<file path="src/rtl/clause_loader.sv">
// clause_loader: assembles WORD_W stream words into clauses and writes them to a clause BRAM.
// Define CLAUSE_CHECKSUM_EN to add an XOR trailer check after the last clause.
module clause_loader #(
    parameter int IMG_WIDTH    = 32,
    parameter int IMG_HEIGHT   = 32,
    parameter int CLAUSEN      = 10,
    parameter int CLASSN       = 5,
    parameter int CLAUSE_WIDTH = (35 + IMG_HEIGHT + IMG_WIDTH) * 2,
    parameter int WORD_W       = 32,
    localparam int NWORDS      = (CLAUSE_WIDTH + WORD_W - 1) / WORD_W,
    localparam int ADDR_W      = $clog2(CLASSN * CLAUSEN)
) (
    input  logic                     clk,
    input  logic                     rst,
    input  logic                     start,
    input  logic [$clog2(CLAUSEN):0] clauses,
    input  logic                     coa,
    input  logic [WORD_W-1:0]        s_data,
    input  logic                     s_valid,
    output logic                     s_ready,
    output logic                     wea,
    output logic [ADDR_W-1:0]        bram_addr_a,
    output logic [CLAUSE_WIDTH-1:0]  clause_write,
    output logic                     busy,
    output logic                     load_done,
    output logic                     chk_err
);
    localparam int TOT_W = $clog2(CLASSN * CLAUSEN + 1);
    localparam int WC_W  = $clog2(NWORDS + 1);
    typedef enum logic [2:0] {
        IDLE, LOAD, WRITE,
`ifdef CLAUSE_CHECKSUM_EN
        CHECK,
`endif
        DONE
    } state_t;
`ifdef CLAUSE_CHECKSUM_EN
    localparam state_t FIN = CHECK;
    logic [WORD_W-1:0] acc_q, acc_d;
    logic chk_q, chk_d;
`else
    localparam state_t FIN = DONE;
`endif
    state_t state_q, state_d;
    logic [TOT_W-1:0] total_q, total_d, cnt_q, cnt_d, tot;
    logic [WC_W-1:0] wcnt_q, wcnt_d;
    logic [CLAUSE_WIDTH-1:0] asm_q, asm_d;
    logic [ADDR_W-1:0] addr_q, addr_d;
    logic wea_q, wea_d, rdy_q, rdy_d, busy_q, busy_d, done_q, done_d;
    logic take, last;

    always_comb begin
        tot = coa ? TOT_W'(clauses) : TOT_W'(CLASSN * clauses);
        take = s_valid && rdy_q;
        last = wcnt_q == WC_W'(NWORDS - 1);
        state_d = state_q;
        total_d = total_q;
        cnt_d = cnt_q;
        wcnt_d = wcnt_q;
        asm_d = asm_q;
`ifdef CLAUSE_CHECKSUM_EN
        acc_d = acc_q;
        chk_d = chk_q;
`endif
        case (state_q)
            IDLE: if (start) begin
                total_d = tot;
                cnt_d = '0;
                wcnt_d = '0;
`ifdef CLAUSE_CHECKSUM_EN
                acc_d = '0;
                chk_d = 1'b0;
`endif
                state_d = tot == '0 ? FIN : LOAD;
            end
            LOAD: if (take) begin
                // bits of the last word beyond CLAUSE_WIDTH fall off here
                for (int b = 0; b < CLAUSE_WIDTH; b++)
                    if (b / WORD_W == int'(wcnt_q)) asm_d[b] = s_data[b % WORD_W];
`ifdef CLAUSE_CHECKSUM_EN
                acc_d = acc_q ^ s_data;
`endif
                wcnt_d = last ? '0 : wcnt_q + 1'b1;
                state_d = last ? WRITE : LOAD;
            end
            WRITE: begin
                cnt_d = cnt_q + 1'b1;
                state_d = cnt_d < total_q ? LOAD : FIN;
            end
`ifdef CLAUSE_CHECKSUM_EN
            CHECK: if (take) begin
                chk_d = s_data != acc_q;
                state_d = DONE;
            end
`endif
            default: state_d = IDLE;
        endcase
        wea_d = state_d == WRITE;
        addr_d = wea_d ? ADDR_W'(cnt_d) : addr_q;
`ifdef CLAUSE_CHECKSUM_EN
        rdy_d = state_d == LOAD || state_d == CHECK;
`else
        rdy_d = state_d == LOAD;
`endif
        busy_d = state_d != IDLE;
        done_d = state_d == DONE;
    end

    always_ff @(posedge clk) begin
        if (rst) begin
            state_q <= IDLE;
            total_q <= '0;
            cnt_q <= '0;
            wcnt_q <= '0;
            asm_q <= '0;
            addr_q <= '0;
            wea_q <= 1'b0;
            rdy_q <= 1'b0;
            busy_q <= 1'b0;
            done_q <= 1'b0;
`ifdef CLAUSE_CHECKSUM_EN
            acc_q <= '0;
            chk_q <= 1'b0;
`endif
        end else begin
            state_q <= state_d;
            total_q <= total_d;
            cnt_q <= cnt_d;
            wcnt_q <= wcnt_d;
            asm_q <= asm_d;
            addr_q <= addr_d;
            wea_q <= wea_d;
            rdy_q <= rdy_d;
            busy_q <= busy_d;
            done_q <= done_d;
`ifdef CLAUSE_CHECKSUM_EN
            acc_q <= acc_d;
            chk_q <= chk_d;
`endif
        end
    end

    assign wea = wea_q;
    assign bram_addr_a = addr_q;
    assign clause_write = asm_q;
    assign s_ready = rdy_q;
    assign busy = busy_q;
    assign load_done = done_q;
`ifdef CLAUSE_CHECKSUM_EN
    assign chk_err = chk_q;
`else
    assign chk_err = 1'b0;
`endif
endmodule

</file>
<file path="config.mk">
export PLATFORM = sky130hd
export DESIGN_NAME = clause_loader
export DESIGN_NICKNAME = d
export VERILOG_FILES = /design/src/rtl/clause_loader.sv
export SDC_FILE = /design/constraint.sdc
export NUM_CORES = 1
export LEC_CHECK = 0
export CORE_ASPECT_RATIO = 1.1
export CORE_UTILIZATION = 48
export DETAILED_ROUTE_END_ITERATION = 12
export PLACE_DENSITY = 0.88
export SLEW_MARGIN = 15
export SYNTH_ARGS = -nofsm -noshare
export SYNTH_HDL_FRONTEND = slang
export SYNTH_SLANG_ARGS = --single-unit
</file>
<file path="constraint.sdc">
create_clock -name clk -period 3.1 [get_ports clk]
set_input_delay 0.62 -clock clk [delete_from_list [all_inputs] [get_ports clk]]
set_output_delay 0.62 -clock clk [all_outputs]
set_load 0.03 [all_outputs]
</file>
**Word-level counts from Yosys, hierarchy flattened**

Cells that the tools add are included.

- Reductions and logical operators: 15
- $add $sub $neg: 2
- $mul: 1
- $lt $le $gt $ge: 1
- Muxes and demuxes: 13
- Equal/unequal tests: 14

Operators by type and width:

| cell | count |
|---|---|
| 3-bit AND reduction | 8 |
| 3-bit two-way mux | 5 |
| 3-bit == test, first input constant | 4 |
| 6-bit two-way mux | 2 |
| 6-bit case mux with 2 select lines | 1 |
| 3-bit by 2-bit == test with 1-bit output, second input constant | 3 |
| 3-bit case mux with 3 select lines | 1 |
| 6-bit by 1-bit adder with 6-bit output, second input constant | 1 |
| 2-bit by 3-bit == test with 1-bit output, first input constant | 2 |
| 3-bit by 1-bit == test with 1-bit output, second input constant | 2 |
| 3-bit logical NOT | 2 |
| 6-bit logical NOT | 1 |
| 6-bit < comparator | 1 |
| 3-bit by 5-bit multiplier with 6-bit output, first input constant | 1 |
| 2-bit two-way mux | 3 |
| 3-bit case mux with 2 select lines | 1 |
| 2-bit != test, second input constant | 2 |
| 3-bit by 1-bit adder with 3-bit output, second input constant | 1 |
| 3-bit == test, second input constant | 1 |
| 3-bit nonzero test | 1 |
| 2-bit AND reduction | 1 |
| 2-bit nonzero test | 1 |
| 1-bit logical AND | 1 |

- Input port bits: 42
- Flip-flop bits (word level): 226
- Output and inout bits: 209

**Depth between registers and ports, before layout**

- Depth in word-level cells: 7
- Gate-level depth with buffers: 8

**Least setup slack after synthesis**

No wires, ideal clock.

- Path type: input to register
- Start point: input port clauses[1]
- End point: register rdy_q (netlist: s_ready)
- Stages: 7
- Path buffers: 0
- Required time: 2,984 ps
- Setup slack: 515 ps
- Setup time: 116 ps
- Data arrival time: 2,469 ps
- Path through: ha_1 > ha_1 > fa_1 > mux2i_1 > nand4_1 > or4_1 > and3b_1

- Longest elaborated chain between the ends: 7

RTL lines:

| what | line | RTL |
|---|---|---|
| start: declaration | 16 | `input logic [$clog2(CLAUSEN):0] clauses,` |
| 3-bit by 5-bit multiplier with 6-bit output | 53 | `tot = coa ? TOT_W'(clauses) : TOT_W'(CLASSN * clauses);` |
| 6-bit two-way mux (*) | 53 |  |
| 6-bit logical NOT (*) | 74 | `state_d = tot == '0 ? FIN : LOAD;` |
| 2-bit two-way mux (*) | 74 |  |
| 3-bit two-way mux (*) | 66 | `IDLE: if (start) begin` |
| 3-bit case mux with 3 select lines (*) | 65 | `case (state_q)` |
| 3-bit by 1-bit == test with 1-bit output (*) | 103 | `rdy_d = state_d == LOAD;` |
| end signal: assignment | 133 | `rdy_q <= rdy_d;` |
| end: declaration | 49 | `logic wea_q, wea_d, rdy_q, rdy_d, busy_q, busy_d, done_q, done_d;` |

Mark *: on every way between the ends. The rest lies on a longest branch, timed or not.
A chain may end at the register's enable or synchronous reset.

**Worst setup path in the final report**

Ends and elaborated chain as after synthesis.

==> results.txt <==
----------------------------------------------------
[Drt]
  Number of design-rule violations left by the first detailed-router iteration ... about 400
  Wire length reported by the detailed router ... between 20 and 30 mm
  Total number of vias ... 7674
  DRC violation count after routing ... 0
  Post-detailed-route via-to-cell ratio ... about 5.2
  Met3 WL post-DR ... roughly 1.9 mm
  Wire length on met2 ... approximately 12 mm
  Wire length on met1 ... roughly 10 mm
  Highest metal layer used by the detailed router ... met4
  Number of nets with antenna violations after routing ... 0
  Detailed-routing iteration count for the pre-antenna-repair pass ... 4
  WL/cell ... roughly 17 microns

[Layout]
  Number of nets in the layout ... 1271
  Share of final-layout standard cells stronger than drive strength 1 ... around 5.5%
  Design area ... 0.01218 sq mm
  Top library cells by usage in the layout, fill and taps aside ... sky130_fd_sc_hd__nand2_1, sky130_fd_sc_hd__clkdlybuf4s50_1, sky130_fd_sc_hd__dfxtp_1
  Synth-to-layout area growth ... 39.10%
  Most common library cell in the layout ignoring fill and taps ... sky130_fd_sc_hd__nand2_1
  Antenna diode instance count ... 0
  Cell Count, Final, Fillers Out ... 1470

[Setup path]
  Critical path cell sequence ... clkdlybuf4s50_1, ha_1, ha_1, fa_1, mux2i_1, nand4_1, or4_1, and3b_1
  Setup slack on the worst flop-to-flop path ... 0.66 ns
  Dominant cell type by count on the critical path ... sky130_fd_sc_hd__ha_1
  CP endpoint kind ... flip-flop
  Setup Crit Path Kind ... input port to flip-flop
  Crit path required time ... 3.50 ns
  Reg2Reg Depth ... 8
  Worst-path maximum fanout ... 4
  Crit path launch type ... input port
  Max stage delay cell, worst path ... sky130_fd_sc_hd__or4_1
  Highest cell delay on the worst timing path ... approximately 0.56 ns
  Worst path arrival time ... 3.10 ns

[Die]
  Die Footprint ... around 0.019 sq mm
  Core area ... between 0.015 and 0.02 sq mm
  Standard-cell row count ... 51
  Die X ... between 100 and 150 microns
  Starting density of the core ... approximately 49%
  Number of placed I/O pins ... 251
  Floorplan die height ... ~140 microns

[Clocking]
  Library cell used as clock root buffer ... sky130_fd_sc_hd__clkbuf_16
  Number of clock sinks ... between 200 and 250
  Post-CTS clock slew at the launch and capture registers of the worst setup and hold paths ... around 0.06 ns
  Number of buffers created by CTS ... 23
  Total of hold buffers inserted after clock tree synthesis ... 0
  CTS H-tree lvls ... 1
  Postcts setup bufs ... 0
  Max Root-Sink Buffers ... 3
  Worst-skew pair later-pin latency ... ~0.50 ns
  Post-CTS sizing ... 0
  TritonCTS clock tree ... done

[GRT]
  First-pass GRT wire length ... slightly below 40 mm
  Vias in the first global route ... about 7400
  Maximum number of pins on one net before global-route repair ... 162
  GRT Resource Usage Total ... approximately a quarter
  Global-route congestion overflow total ... 0
  Antenna violations before repair ... 0

[Power and ir drop]
  VDD IR max ... roughly 0.00052 V
  Switching share of total power ... 21.32%
  Combinational power share ... ~4.1%
  Power density relative to cell area ... around 490 mW/mm^2
  Cell Int Power ... around 0.0047 W
  Overall Power ... about 0.006 W
  Net Switching ... ~0.0013 W
  Clock group share of total power ... between 40% and 50%
  Part of the power in registers ... between 40% and 50%
  P_leak ... 4.369 nW

[Placed design]
  Placed instance count ... 1430
  Setup WS pre-CTS ... -0.1252 ns
  I/O Buffers ... between 200 and 250
  Post-detailed-placement half-perimeter wirelength ... 16.87 mm
  RePlAce Congestion ... slightly below 0.8
  Dpl cell area ... between 0.01 and 0.015 sq mm

[Timing]
  Fin Hold WS ... between 0.4 and 0.5 ns
  Final Critical Period ... ~2.7 ns
  Final cycle utilization of the critical path ... between 80% and 90%
  Max Transition Viols Final ... 0
  Final setup vio count ... 0
  Final hold violation count ... 0
  Maximum clock skew at final layout ... between 0.01 and 0.015 ns
  Max Fclk ... ~0.37 GHz
  Worst relative slew slack ... between 40% and 50%
  Setup repair after global routing missed its margin ... no
  Worst-Margin Slew ... 0.8030 ns
  Final critical-path setup slack ... ~0.39 ns

[Logic synthesis]
  Sequential area share after synthesis ... between 50% and 60%
  Register bit count reported by yosys ... 226
  Number of enable flip-flop cells after synthesis ... 0
  Most used DFF post-synth ... sky130_fd_sc_hd__dfxtp_1
  Async set-reset flop share out of synthesis ... 0%
  Post-Syn Area per Cell ... between 8 and 9 sq um
  Warning count from the yosys run ... 0
  Gate Count Post-Synth ... between 900 and 1000
  Post-synthesis instance area ... slightly below 0.009 sq mm
  Yosys cell types ... between 40 and 50

[Status]
  Run status ... complete, no violations

[Job]
  MaxCap Viol Count ... 0

[Worst hold path]
  Tightest Hold Check Type ... flip-flop to flip-flop
  Hold Path Stages ... 2

----------------------------------------------------
critical path: cells and delay by family:
| kind | cells | cell delay [ns] |
|---|---|---|
| buf+inv | 1 | 0.46 |
| fa+ha+maj | 3 | 0.95 |
| mux | 1 | 0.20 |
| simple gates | 3 | 0.87 |
kinds of logic after synthesis:
family                   share of synthesized area, %
other                                         0.04282
AND/OR/NAND/NOR                                 23.34
multiplexers                                    8.114
XOR/XNOR                                       0.5572
adder cells (fa/ha/maj)                         1.800
buffers and inverters                           4.143
AO/OA/AOI/OAI                                   10.34
flip-flops                                      51.66
flip-flops by register name (all words and copies together) (netlist names):
register      count
clause_write    198
bram_addr_a       6
cnt_q             6
total_q           6
state_q           3
wcnt_q            3
busy              1
load_done         1
s_ready           1
wea               1
power groups by stage:
stage	combinational, W	clock [W]	sequential (W)
finish	0.000246	0.00285	0.00292
global route	0.000266	0.00301	0.00292
CTS	0.000245	0.00290	0.00292
detailed placement	0.000245	0	0.00298
global placement	0.000240	0	0.00298
floorplan	0.000119	0	0.00298
cell type report:
type / instances / area (sq um)
Sequential cell: 226 / 4524
Multi-Input combinational cell: 690 / 3875
Fill cell: 1376 / 5620
Clock buffer: 33 / 693.2
Tap cell: 238 / 297.8
Timing Repair Buffer: 268 / 2674
Inverter: 8 / 30.03
Clock inverter: 7 / 88.84
synth_stat cells, types with 2 or more instances:
master                       n  area (sq um)
sky130_fd_sc_hd__mux2i_1    71         710.7
sky130_fd_sc_hd__a21oi_1   146         730.7
sky130_fd_sc_hd__buf_2      11         55.05
sky130_fd_sc_hd__and3_1      3         18.77
sky130_fd_sc_hd__inv_1       8         30.03
sky130_fd_sc_hd__xnor2_1     2         17.52
sky130_fd_sc_hd__and2_1      2         12.51
sky130_fd_sc_hd__buf_6       6         67.56
sky130_fd_sc_hd__nand2b_1   96         600.6
sky130_fd_sc_hd__clkbuf_1   45         168.9
sky130_fd_sc_hd__and3b_1     2         17.52
sky130_fd_sc_hd__a211oi_1    9         67.56
sky130_fd_sc_hd__ha_1       11         137.6
sky130_fd_sc_hd__dfxtp_1   226          4524
sky130_fd_sc_hd__a21o_1      3         22.52
sky130_fd_sc_hd__nand4_1     4         25.02
sky130_fd_sc_hd__a22oi_1     4         30.03
sky130_fd_sc_hd__and4_1      4         35.03
sky130_fd_sc_hd__nor3_1      3         15.01
sky130_fd_sc_hd__nand2_1   273          1025
sky130_fd_sc_hd__nand3_1     5         25.02
sky130_fd_sc_hd__o21ai_0     3         15.01
sky130_fd_sc_hd__nor2_1     25         93.84
sky130_fd_sc_hd__o21a_1      2         15.01
sky130_fd_sc_hd__buf_4       5         37.54
metrics by stage:
stage / setup TNS (ns) / utilization, %
5_1_grt: 0 / 68.43
4_1_cts: 0 / 68.43
3_5_place_dp: -0.2187 / 64.04
3_3_place_gp: -0.06236 / 64.04
2_1_floorplan: 0 / -
6_report: 0 / 68.43
worst paths after layout:
path / startpoint / end
min reg2reg: clause_write[114]$_SDFFE_PP0P_ / clause_write[114]$_SDFFE_PP0P_
min: clause_write[114]$_SDFFE_PP0P_ / clause_write[114]$_SDFFE_PP0P_
max reg2reg: cnt_q[0]$_SDFF_PP0_ / s_ready$_SDFF_PP0_
max: clauses[1] / s_ready$_SDFF_PP0_
per-layer routing:
metal / track usage (%) / vias up
li1: - / 3714
met4: 9.861 / 0
met1: 31.05 / 3619
met5: 0 / -
met2: 46.39 / 283
met3: 6.552 / 58
Note: power is estimated with default switching activity, not from simulation.
